`config.mk`:
```
export PLATFORM = sky130hd
export DESIGN_NAME = unidad_adelanto_riesgos
export DESIGN_NICKNAME = d
export VERILOG_FILES = /design/src/rtl/unidad_adelanto_riesgos.sv
export SDC_FILE = /design/constraint.sdc
export NUM_CORES = 1
export LEC_CHECK = 0
export CAP_MARGIN = 20
export CORE_UTILIZATION = 28
export CTS_CLUSTER_SIZE = 30
export DETAILED_ROUTE_END_ITERATION = 7
export PLACE_DENSITY = 0.82
export SLEW_MARGIN = 15
export SYNTH_ARGS = -nofsm -noshare
export SYNTH_HDL_FRONTEND = slang
export SYNTH_SLANG_ARGS = --single-unit
```
`constraint.sdc`:
```
create_clock -name clk -period 1.8 [get_ports clk]
set_input_delay 0.36 -clock clk [delete_from_list [all_inputs] [get_ports clk]]
set_output_delay 0.36 -clock clk [all_outputs]
set_load 0.1 [all_outputs]
```
`src/rtl/unidad_adelanto_riesgos.sv`:
```
// Forwarding selects and load-use stall control for the Execute stage.
// Optional stall counter built only when UNIDAD_ADELANTO_PERF_EN is defined.
module unidad_adelanto_riesgos #(
  parameter int AW       = 5,
  parameter int NSRC     = 2,
  parameter int LOAD_LAT = 1,
  parameter int CNT_W    = 16
) (
  input  logic                 clk,
  input  logic                 rst_n,
  input  logic [NSRC*AW-1:0]   ex_rs,
  input  logic [AW-1:0]        mem_rd,
  input  logic                 mem_we,
  input  logic [AW-1:0]        wb_rd,
  input  logic                 wb_we,
  input  logic [NSRC*AW-1:0]   id_rs,
  input  logic [NSRC-1:0]      id_used,
  input  logic [AW-1:0]        ex_rd,
  input  logic                 ex_we,
  input  logic                 ex_load,
  input  logic                 flush,
  output logic [2*NSRC-1:0]    fwd_sel,
  output logic                 stall,
  output logic                 bubble,
  output logic [CNT_W-1:0]     stall_cnt
);

  localparam int RW = $clog2(LOAD_LAT + 1);

  typedef enum logic {IDLE, HOLD} state_t;

  state_t          state_q, state_d;
  logic [RW-1:0]   rem_q, rem_d;
  logic [2*NSRC-1:0] fwd_raw;
  logic [NSRC-1:0] id_match;
  logic            hz;
  logic            stall_c;

  genvar gi;
  generate
    for (gi = 0; gi < NSRC; gi++) begin : g_src
      logic mem_hit, wb_hit;
      // Memory holds the younger result, so it shadows Writeback.
      assign mem_hit = mem_we && (mem_rd == ex_rs[gi*AW +: AW]) && (mem_rd != '0);
      assign wb_hit  = wb_we  && (wb_rd  == ex_rs[gi*AW +: AW]) && (wb_rd  != '0);
      assign fwd_raw[2*gi +: 2] = mem_hit ? 2'b10 : (wb_hit ? 2'b01 : 2'b00);
      assign id_match[gi] = id_used[gi] && (id_rs[gi*AW +: AW] == ex_rd);
    end
  endgenerate

  assign hz = ex_load && ex_we && (ex_rd != '0) && (|id_match);

  always_comb begin
    state_d = state_q;
    rem_d   = rem_q;
    stall_c = 1'b0;
    case (state_q)
      IDLE: begin
        stall_c = hz && !flush;
        if (hz && !flush && (LOAD_LAT > 1)) begin
          state_d = HOLD;
          rem_d   = RW'(LOAD_LAT - 1);
        end
      end
      HOLD: begin
        // Execute carries a bubble here, so hz is not re-evaluated.
        stall_c = !flush;
        if (flush || (rem_q == RW'(1))) begin
          state_d = IDLE;
          rem_d   = '0;
        end else begin
          rem_d = rem_q - RW'(1);
        end
      end
      default: begin
        state_d = IDLE;
        rem_d   = '0;
      end
    endcase
  end

  always_ff @(posedge clk or negedge rst_n) begin
    if (!rst_n) begin
      state_q <= IDLE;
      rem_q   <= '0;
    end else begin
      state_q <= state_d;
      rem_q   <= rem_d;
    end
  end

  // Outputs are gated by rst_n so an asserted reset clears them without a clock.
  assign stall   = stall_c && rst_n;
  assign bubble  = stall_c && rst_n;
  assign fwd_sel = fwd_raw & {(2*NSRC){rst_n}};

`ifdef UNIDAD_ADELANTO_PERF_EN
  logic [CNT_W-1:0] cnt_q;

  always_ff @(posedge clk or negedge rst_n) begin
    if (!rst_n) begin
      cnt_q <= '0;
    end else if (stall_c && (cnt_q != '1)) begin
      cnt_q <= cnt_q + CNT_W'(1);
    end
  end

  assign stall_cnt = cnt_q;
`else
  assign stall_cnt = '0;
`endif

endmodule

```
* Word-level counts from Yosys, hierarchy flattened
Index checks and enable logic that the tools add are counted.
** Word-level totals
- Register bits after elaboration :: 2
- Output and inout bits :: 22
** Operators by class
- $add $sub $neg :: 1
- Equality and inequality tests :: 6
- Muxes and demuxes :: 8
- Bitwise gates (word level) :: 2
- Reduce and logical (&&, ||, !) cells :: 21
** Operators by type and width (number)
- $eq A5 B5 Y1 :: 6
- $logic_and A1 B1 Y1 :: 15
- $reduce_bool A5 Y1 :: 3
- $mux W1 :: 5
- $and A4 B4 Y4 :: 1
- $mux W2 :: 2
- $pmux W1 S2 :: 1
- $reduce_or A2 Y1 :: 1
- $logic_not A1 Y1 :: 1
- $logic_or A1 B1 Y1 :: 1
- $not A1 Y1 :: 1
- $sub A1 B1 Y1 const B :: 1

* Depth between registers and ports, before layout
Gate-level depths: netlist of run 1.
- Depth in word-level cells :: 7
- Depth in mapped cells :: 5
- Depth with buffers taken out :: 4

* Worst setup path after synthesis of run 1
OpenSTA, ideal clock, no wires.
- Path kind :: input -> output
- From :: input ex_rd[3]
- To :: output stall
- Arrival time :: 3.631 ns
- Required time :: 1.440 ns
- Path slack :: -2.191 ns
- Stages :: 5
- Cells stage by stage :: xor2_1 > nor4_1 > a32oi_1 > o21ai_0 > buf_4
** Between the ends
- Word-level cells in the longest chain between the ends :: 7
** RTL lines
- start: declaration :: RTL line 18 : input logic [AW-1:0] ex_rd,
- $eq A5 B5 Y1 :: RTL line 47 : assign id_match[gi] = id_used[gi] && (id_rs[gi*AW +: AW] == ex_rd);
- $logic_and A1 B1 Y1 :: RTL line 47
- $reduce_or A2 Y1 :: RTL line 51 : assign hz = ex_load && ex_we && (ex_rd != '0) && (|id_match);
- $logic_and A1 B1 Y1 * :: RTL line 51
- $logic_and A1 B1 Y1 *
- $pmux W1 S2 * :: RTL line 57 : case (state_q)
- $logic_and A1 B1 Y1 *
- end: declaration :: RTL line 23 : output logic stall,
Mark *: on every way between the ends. The rest lies on a longest branch, timed or not.

* Final worst setup path of run 1
- From :: input mem_rd[0]
- To :: output fwd_sel[0]
** Between the ends
- Word-level cells in the longest chain between the ends :: 5
** RTL lines
- start: declaration :: RTL line 12 : input logic [AW-1:0] mem_rd,
- $eq A5 B5 Y1 :: RTL line 44 : assign mem_hit = mem_we && (mem_rd == ex_rs[gi*AW +: AW]) && (mem_rd != '0);
- $logic_and A1 B1 Y1 :: RTL line 44
- $logic_and A1 B1 Y1 * :: RTL line 44
- $mux W2 * :: RTL line 46 : assign fwd_raw[2*gi +: 2] = mem_hit ? 2'b10 : (wb_hit ? 2'b01 : 2'b00);
- $and A4 B4 Y4 * :: RTL line 95 : assign fwd_sel = fwd_raw & {(2*NSRC){rst_n}};
- end: declaration :: RTL line 22 : output logic [2*NSRC-1:0] fwd_sel,
Marks and branches as above.

==> results of run 1 <==
-- state kept, by name (all words and copies together), names as in the netlist --
| signal | cells |
|---|---|
| rem_q | 1 |
| state_q | 1 |
-- cell usage after synthesis (all sizes together) --
| cell type | number | area (sq um) |
|---|---|---|
| nor4 | 6 | 50.04 |
| nand3 | 2 | 10.01 |
| dfrtp | 2 | 50.05 |
| nor2b | 1 | 6.260 |
| a21o | 1 | 7.510 |
| conb | 1 | 3.750 |
| or4 | 5 | 37.54 |
| o21ai | 2 | 10.00 |
| a32oi | 1 | 8.760 |
| buf | 17 | 127.6 |
| nand2 | 1 | 3.750 |
| o2111ai | 1 | 8.760 |
| o211ai | 1 | 7.510 |
| inv | 1 | 3.750 |
| nor3 | 1 | 5.000 |
| xor2 | 22 | 192.7 |
| xnor2 | 8 | 70.07 |
| and2 | 3 | 21.27 |
-- stage by stage --
stage	worst slack (ps)	area, sq um	hold slack [ps]	TNS (ps)	util [%]
finish	-357.8	1359	163.4	-1422	67.20
global route	-382.7	1359	180.6	-1738	67.20
CTS	-409.2	1338	190.4	-1589	66.15
detailed placement	-794.5	1265	428.0	-3952	62.56
global placement	-670.4	1265	423.1	-3682	62.56
floorplan	-715.4	725.7	64.41	-2009	-
-- path summary, 6_finish.rpt --
kind | slack [ps] | endpoint | cells after the start
worst max register to register | 1040 | rem_q | 3
min in group clk | 380 | state_q | 2
worst min register to register | 430 | state_q | 1
worst max-delay path | -360 | fwd_sel[0] | 6
worst min-delay path | 160 | state_q | 2
max in group asynchronous | 1530 | rem_q | 2
-- layout make-up --
| class | instances | area [sq um] | area share, % |
|---|---|---|---|
| multi-input combinational | 71 | 665.6 | 48.99 |
| tap | 27 | 33.78 | 2.486 |
| sequential | 2 | 50.05 | 3.683 |
| clock buffer | 3 | 22.52 | 1.657 |
| timing repair buffer | 63 | 583.1 | 42.91 |
| inverter | 1 | 3.754 | 0.2762 |
-- critical path, delay by kind of cell --
family	cells	cell delay, ps
buffers and inverters	2	310
and+or+nand+nor	3	940
AOI/OAI and AO/OA	1	180
-- per-layer routing --
layer | global-route usage, % | vias to the layer above | part of all wire, %
li1 | - | 358 | -
met5 | 0 | - | 0
met1 | 18.00 | 337 | 34
met4 | 4.412 | 0 | 0.87
met2 | 37.90 | 44 | 55
met3 | 4.984 | 2 | 10
-- power by group through the flow --
stage | logic (mW) | clock network [mW] | registers (mW)
after global placement | 0.368 | 0 | 0.0492
after CTS | 0.378 | 0.0961 | 0.0488
after detailed placement | 0.373 | 0 | 0.0492
after floorplan | 0.250 | 0 | 0.0491
after global routing | 0.412 | 0.107 | 0.0489
final | 0.391 | 0.0922 | 0.0488
-- cells by family (layout without fill, tap and decap cells) --
kind of cell	after synthesis	after routing	synth area share, %
xor gates and xnor gates	30	30	42.08
and+or+nand+nor	19	19	21.44
buffers and inverters	18	67	21.04
AOI/OAI and AO/OA	6	6	6.813
DFF	2	2	8.016
other	1	16	0.6006
-- repair_timing --
item                       CTS  global route
gates resized for setup    101            29
pin swaps                   30            13
setup endpoints to repair    6             6
setup buffers                1             2
==> impl_metrics.json, run 1 <==
{
  "place_congestion": 0.7785,
  "fill_cells": 155,
  "setup_viol": 6,
  "p_int_uw": 255.1,
  "rsz0062_at_grt": "yes",
  "numPlacedInstances": 161,
  "grt_pass1_wl_mm": 3.588,
  "leakage_nw": 0.6209,
  "cp_max_fo": 2,
  "finalWirelength_mm": 2.194,
  "p_comb_share_pct": 73.5,
  "path_cells": "buf_6, or4_4, o21ai_4, nor4_4, nor4_4, buf_12",
  "grt_overflow_total": 0,
  "cp-start-kind": "input port",
  "cp_data_arrival_time_ps": 1800,
  "first_global_vias": 822,
  "clockPowerShare_pct": 17.3,
  "grt_antenna_before_repair": 0,
  "core-area_sq_um": 2022,
  "dpl.hpwl_mm": 1.731,
  "synth.yosys.seq_area_share_pct": 8.016,
  "clock_tree.root_cell": "clkbuf_4",
  "syn_to_final_growth_pct": 117.6,
  "skew_ps": 1.477,
  "synth.distinct_cells": 21,
  "synth_area_per_cell_sq_um": 8.215,
  "row_count": 16,
  "ys_warn_count": 0,
  "layout_common_cells": "19 x xor2_1, 16 x conb_1, 12 x buf_4",
  "first_pass_iters": 4,
  "die_area_sq_um": 2423,
  "diodes": 0,
  "grt_max_degree": 6,
  "die_y_microns": 49.22,
  "first_iter_violations": 4,
  "numCtsBuffers": 3,
  "fp.dieW_microns": 49.22,
  "ys_ff_latch": 2,
  "period_needed_ps": 2158,
  "vias": 741,
  "mostFrequentLayoutCell": "xor2_1",
  "ir_drop_uv": 273.5,
  "cts_hold_buf": 0,
  "grtUsageTotal_pct": 18.65,
  "port_buffers": 49,
  "period_share_pct": 119.9,
  "cts_tree": "yes",
  "power_density_nw_per_um2": 391.8,
  "worstSkewPairLatency_ps": 210,
  "start_util_pct": 30.88,
  "drc_errors": 0,
  "drv_slew": 0,
  "clkSinkCount": 2,
  "wl_per_cell_microns": 13.14,
  "worst_slack_ps": -357.8,
  "syn_inst": 76,
  "h-tree-depth": 1,
  "layout-drive-gt1-share_pct": 48.57,
  "worstHoldPathType": "input port to asynchronous set/reset pin",
  "cp-end-kind": "output pin",
  "swShare_pct": 52.08,
  "rr_startpoint": "state_q",
  "clock.fmax_mhz": 463.4,
  "p_switching_uw": 277.2,
  "clk_pin_slew_worst_paths_ps": 30,
  "postRouteAntennaNets": 0,
  "power_uw": 532.3,
  "cp_data_required_time_ps": 1440,
  "viasPerCell": 4.437,
  "crit_top_cell": "nor4_4",
  "cts_buffer_depth": 2,
  "cap_violations": 0,
  "hold_viol_final": 0,
  "max_stage_delay_ps": 550,
  "stdcell_count": 167,
  "crit_start": "mem_rd[0]",
  "crit_type": "input port to output pin",
  "violations": "negative setup slack",
  "seqPwrFrac_pct": 9.2,
  "ios": 66,
  "outcome": "complete, but fails checks",
  "nets": 186,
  "slowest_stage": "or4_4",
  "netlist_area_sq_um": 624.3
}
Note: power is estimated with default switching activity, not from simulation.
==> run 2, diff against run 1 <==
--- a/config.mk
+++ b/config.mk
@@ -5,7 +5,7 @@
 export SDC_FILE = /design/constraint.sdc
 export NUM_CORES = 1
 export LEC_CHECK = 0
-export CAP_MARGIN = 20
+export CAP_MARGIN = 15
 export CORE_UTILIZATION = 28
 export CTS_CLUSTER_SIZE = 30
 export DETAILED_ROUTE_END_ITERATION = 7
==> results of run 2 <==
The final DEF is identical to that of run 1; final timing and power are the same.
==> RTL edit: new RTL, config.mk and constraints of run 2 <==
Set the parameter `NSRC` to 4 (it was 2).
--- a/src/rtl/unidad_adelanto_riesgos.sv
+++ b/src/rtl/unidad_adelanto_riesgos.sv
@@ -2,7 +2,7 @@
 // Optional stall counter built only when UNIDAD_ADELANTO_PERF_EN is defined.
 module unidad_adelanto_riesgos #(
   parameter int AW       = 5,
-  parameter int NSRC     = 2,
+  parameter int NSRC     = 4,
   parameter int LOAD_LAT = 1,
   parameter int CNT_W    = 16
 ) (
Ports: changed (resized ex_rs, fwd_sel, id_rs and id_used); port bits go from 66 to 92. No check against the original RTL was run, so the function may have changed too.
==> RTL edit against run 2 <==
- fmax fell by 4.8%
- highest routed layer is now met3
- sequential cell count is the same
- the flow still finishes with violations (setup timing)
- setup slack worse by 110 ps
- cell area up 74%
- first-iteration DRC count increased to 7.0 times the old value
- routed wire length increased by 89%
- area after synthesis up 72%
- combinational power is 56% higher
- power up 57%
==> RTL edit: results (changes against run 2) <==
Global route
  • First-pass GRT wire length: 6203 um (was 3588 um)
  • Vias in the first global route: 1,343 (was 822)
  • Met1 Use GR: 20.51% (was 18.00%)
  • Initial antenna violation count: 1 (was 0)
  • Met2 GRT Util: 39.89% (was 37.90%)
  • Largest net degree at the start of global routing: 9 (was 6)
  • Met3 Use GR: 5.536% (was 4.984%)
  • Overall Global Routing Usage: 19.91% (was 18.65%)

Placed design
  • Final Wtd Congestion: 0.8541 (was 0.7785)
  • Setup WS pre-CTS: -799.5 ps (was -794.5 ps)
  • DP HPWL: 3275 um (was 1731 um)
  • Placed cell count: 277 (was 161)
  • Port Buffers: 75 (was 49)
  • Dpl cell area: 2166 um2 (was 1265 um2)

Layout
  • Layout cells sized above 1: 50.62% (was 48.57%)
  • Non-filler instance count after layout: 290 (was 167)
  • Nets: 309 (was 186)
  • Fillers: 302 (was 155)

Clock tree
  • Setup bufs post-CTS: 4 (was 1)
  • Post-CTS Resized: 142 (was 101)
  • CTS root buf: clkbuf_8 (was clkbuf_4)
  • Clk_lat worst skew: 210 ps (about the same)

Run status
  • Failing checks: setup timing (unchanged)
  • Status: complete, but fails checks (unchanged)

Detailed routing
  • Met1 WL: 1480 um (was 736 um)
  • Top Layer Used: met3 (was met4)
  • Metal2 WL: 2296 um (was 1217 um)
  • Iter 0 DRT Violations: 28 (was 4)
  • Via density: 4.455 (was 4.437)
  • Met3 wire length: 372 um (was 220 um)
  • Final Routed Wirelength: 4150 um (was 2194 um)

Synthesis
  • Post-synthesis sequential area ratio: 4.673% (was 8.016%)
  • Synth top cells by count: xor2_1, xnor2_1, buf_4, nand3_1, nor4_1 (was xor2_1, buf_4, xnor2_1, or4_1, nor4_1)
  • Netlist cell types: 26 (was 21)
  • Compound-Gate Fraction of Synth Area: 4.322% (was 6.814%)
  • Syn Inst Count: 138 (was 76)
  • YS warnings: 0 (unchanged)
  • Mux cell area share after synthesis: 0% (unchanged)
  • Xor-xnor portion of the synthesized cell area: 49.07% (was 42.08%)

STA
  • Worst Skew: 2.621 ps (was 1.477 ps)
  • Setup tns final: -3264 ps (was -1422 ps)
  • Final setup slack of the worst path: -466.5 ps (was -357.8 ps)
  • Setup violations, final: 10 (was 6)

Worst setup path
  • Crit path launch: mem_rd[0] (unchanged)
  • Maximum fanout along the worst path: 3 (was 2)
  • Arrival @ worst endpoint: 1910 ps (was 1800 ps)

Power and ir drop
  • Lkg Pwr: 1.050 nW (was 0.6209 nW)
  • Peak supply drop: 210.7 uV (was 273.5 uV)

Hold path
  • Worst min path class: in -> async (unchanged)
## RTL edit: changes by cell type after synthesis, moves of 2 or more
| cell | run 2 | this run |
|---|---|---|
| nand3_1 | 2 | 9 |
| nor3_1 | 1 | 4 |
| xnor2_1 | 8 | 18 |
| nand4_1 | 0 | 2 |
| buf_1 | 0 | 2 |
| nor4_1 | 4 | 8 |
| buf_2 | 0 | 5 |
| xor2_1 | 22 | 42 |
| clkbuf_1 | 0 | 6 |
## RTL edit: layout make-up
| cell class | instances | area (um2) | share of cell area [%] |
|---|---|---|---|
| flip-flops and latches | 2 | 50.05 | 2.116 |
| diodes | 1 | 2.502 | 0.1058 |
| repair buffers | 117 | 1111 | 46.98 |
| clock buffers | 3 | 41.29 | 1.746 |
| multi-input cells | 117 | 1092 | 46.19 |
| inverters | 2 | 7.507 | 0.3175 |
| well taps | 48 | 60.06 | 2.540 |
## RTL edit: worst max-delay path, stage by stage
cell and delay [ps]:
buf_8 100, or4_4 540, o21ai_4 150, buf_6 130, nor4_2 50, buf_4 140
nor3_4 220, buf_12 200
## RTL edit: final timing paths
check                      slack (ps)                end  cells past startpoint
max                              -470         fwd_sel[6]                      8
min                                80  state_q$_DFF_PN0_                      2
min in group clk                  420  state_q$_DFF_PN0_                      1
min reg2reg                       420  state_q$_DFF_PN0_                      1
max in group asynchronous        1590  rem_q$_DFFE_PN0P_                      2
max reg2reg                       990  rem_q$_DFFE_PN0P_                      3
## RTL edit: power by group
| part | leakage (nW) | internal (mW) | total (mW) | switching [mW] |
|---|---|---|---|---|
| registers | 0.0265 | 0.0477 | 0.0487 | 0.00101 |
| logic | 1.00 | 0.257 | 0.609 | 0.352 |
| clock network | 0.0216 | 0.141 | 0.177 | 0.0352 |
| total | 1.05 | 0.446 | 0.835 | 0.388 |
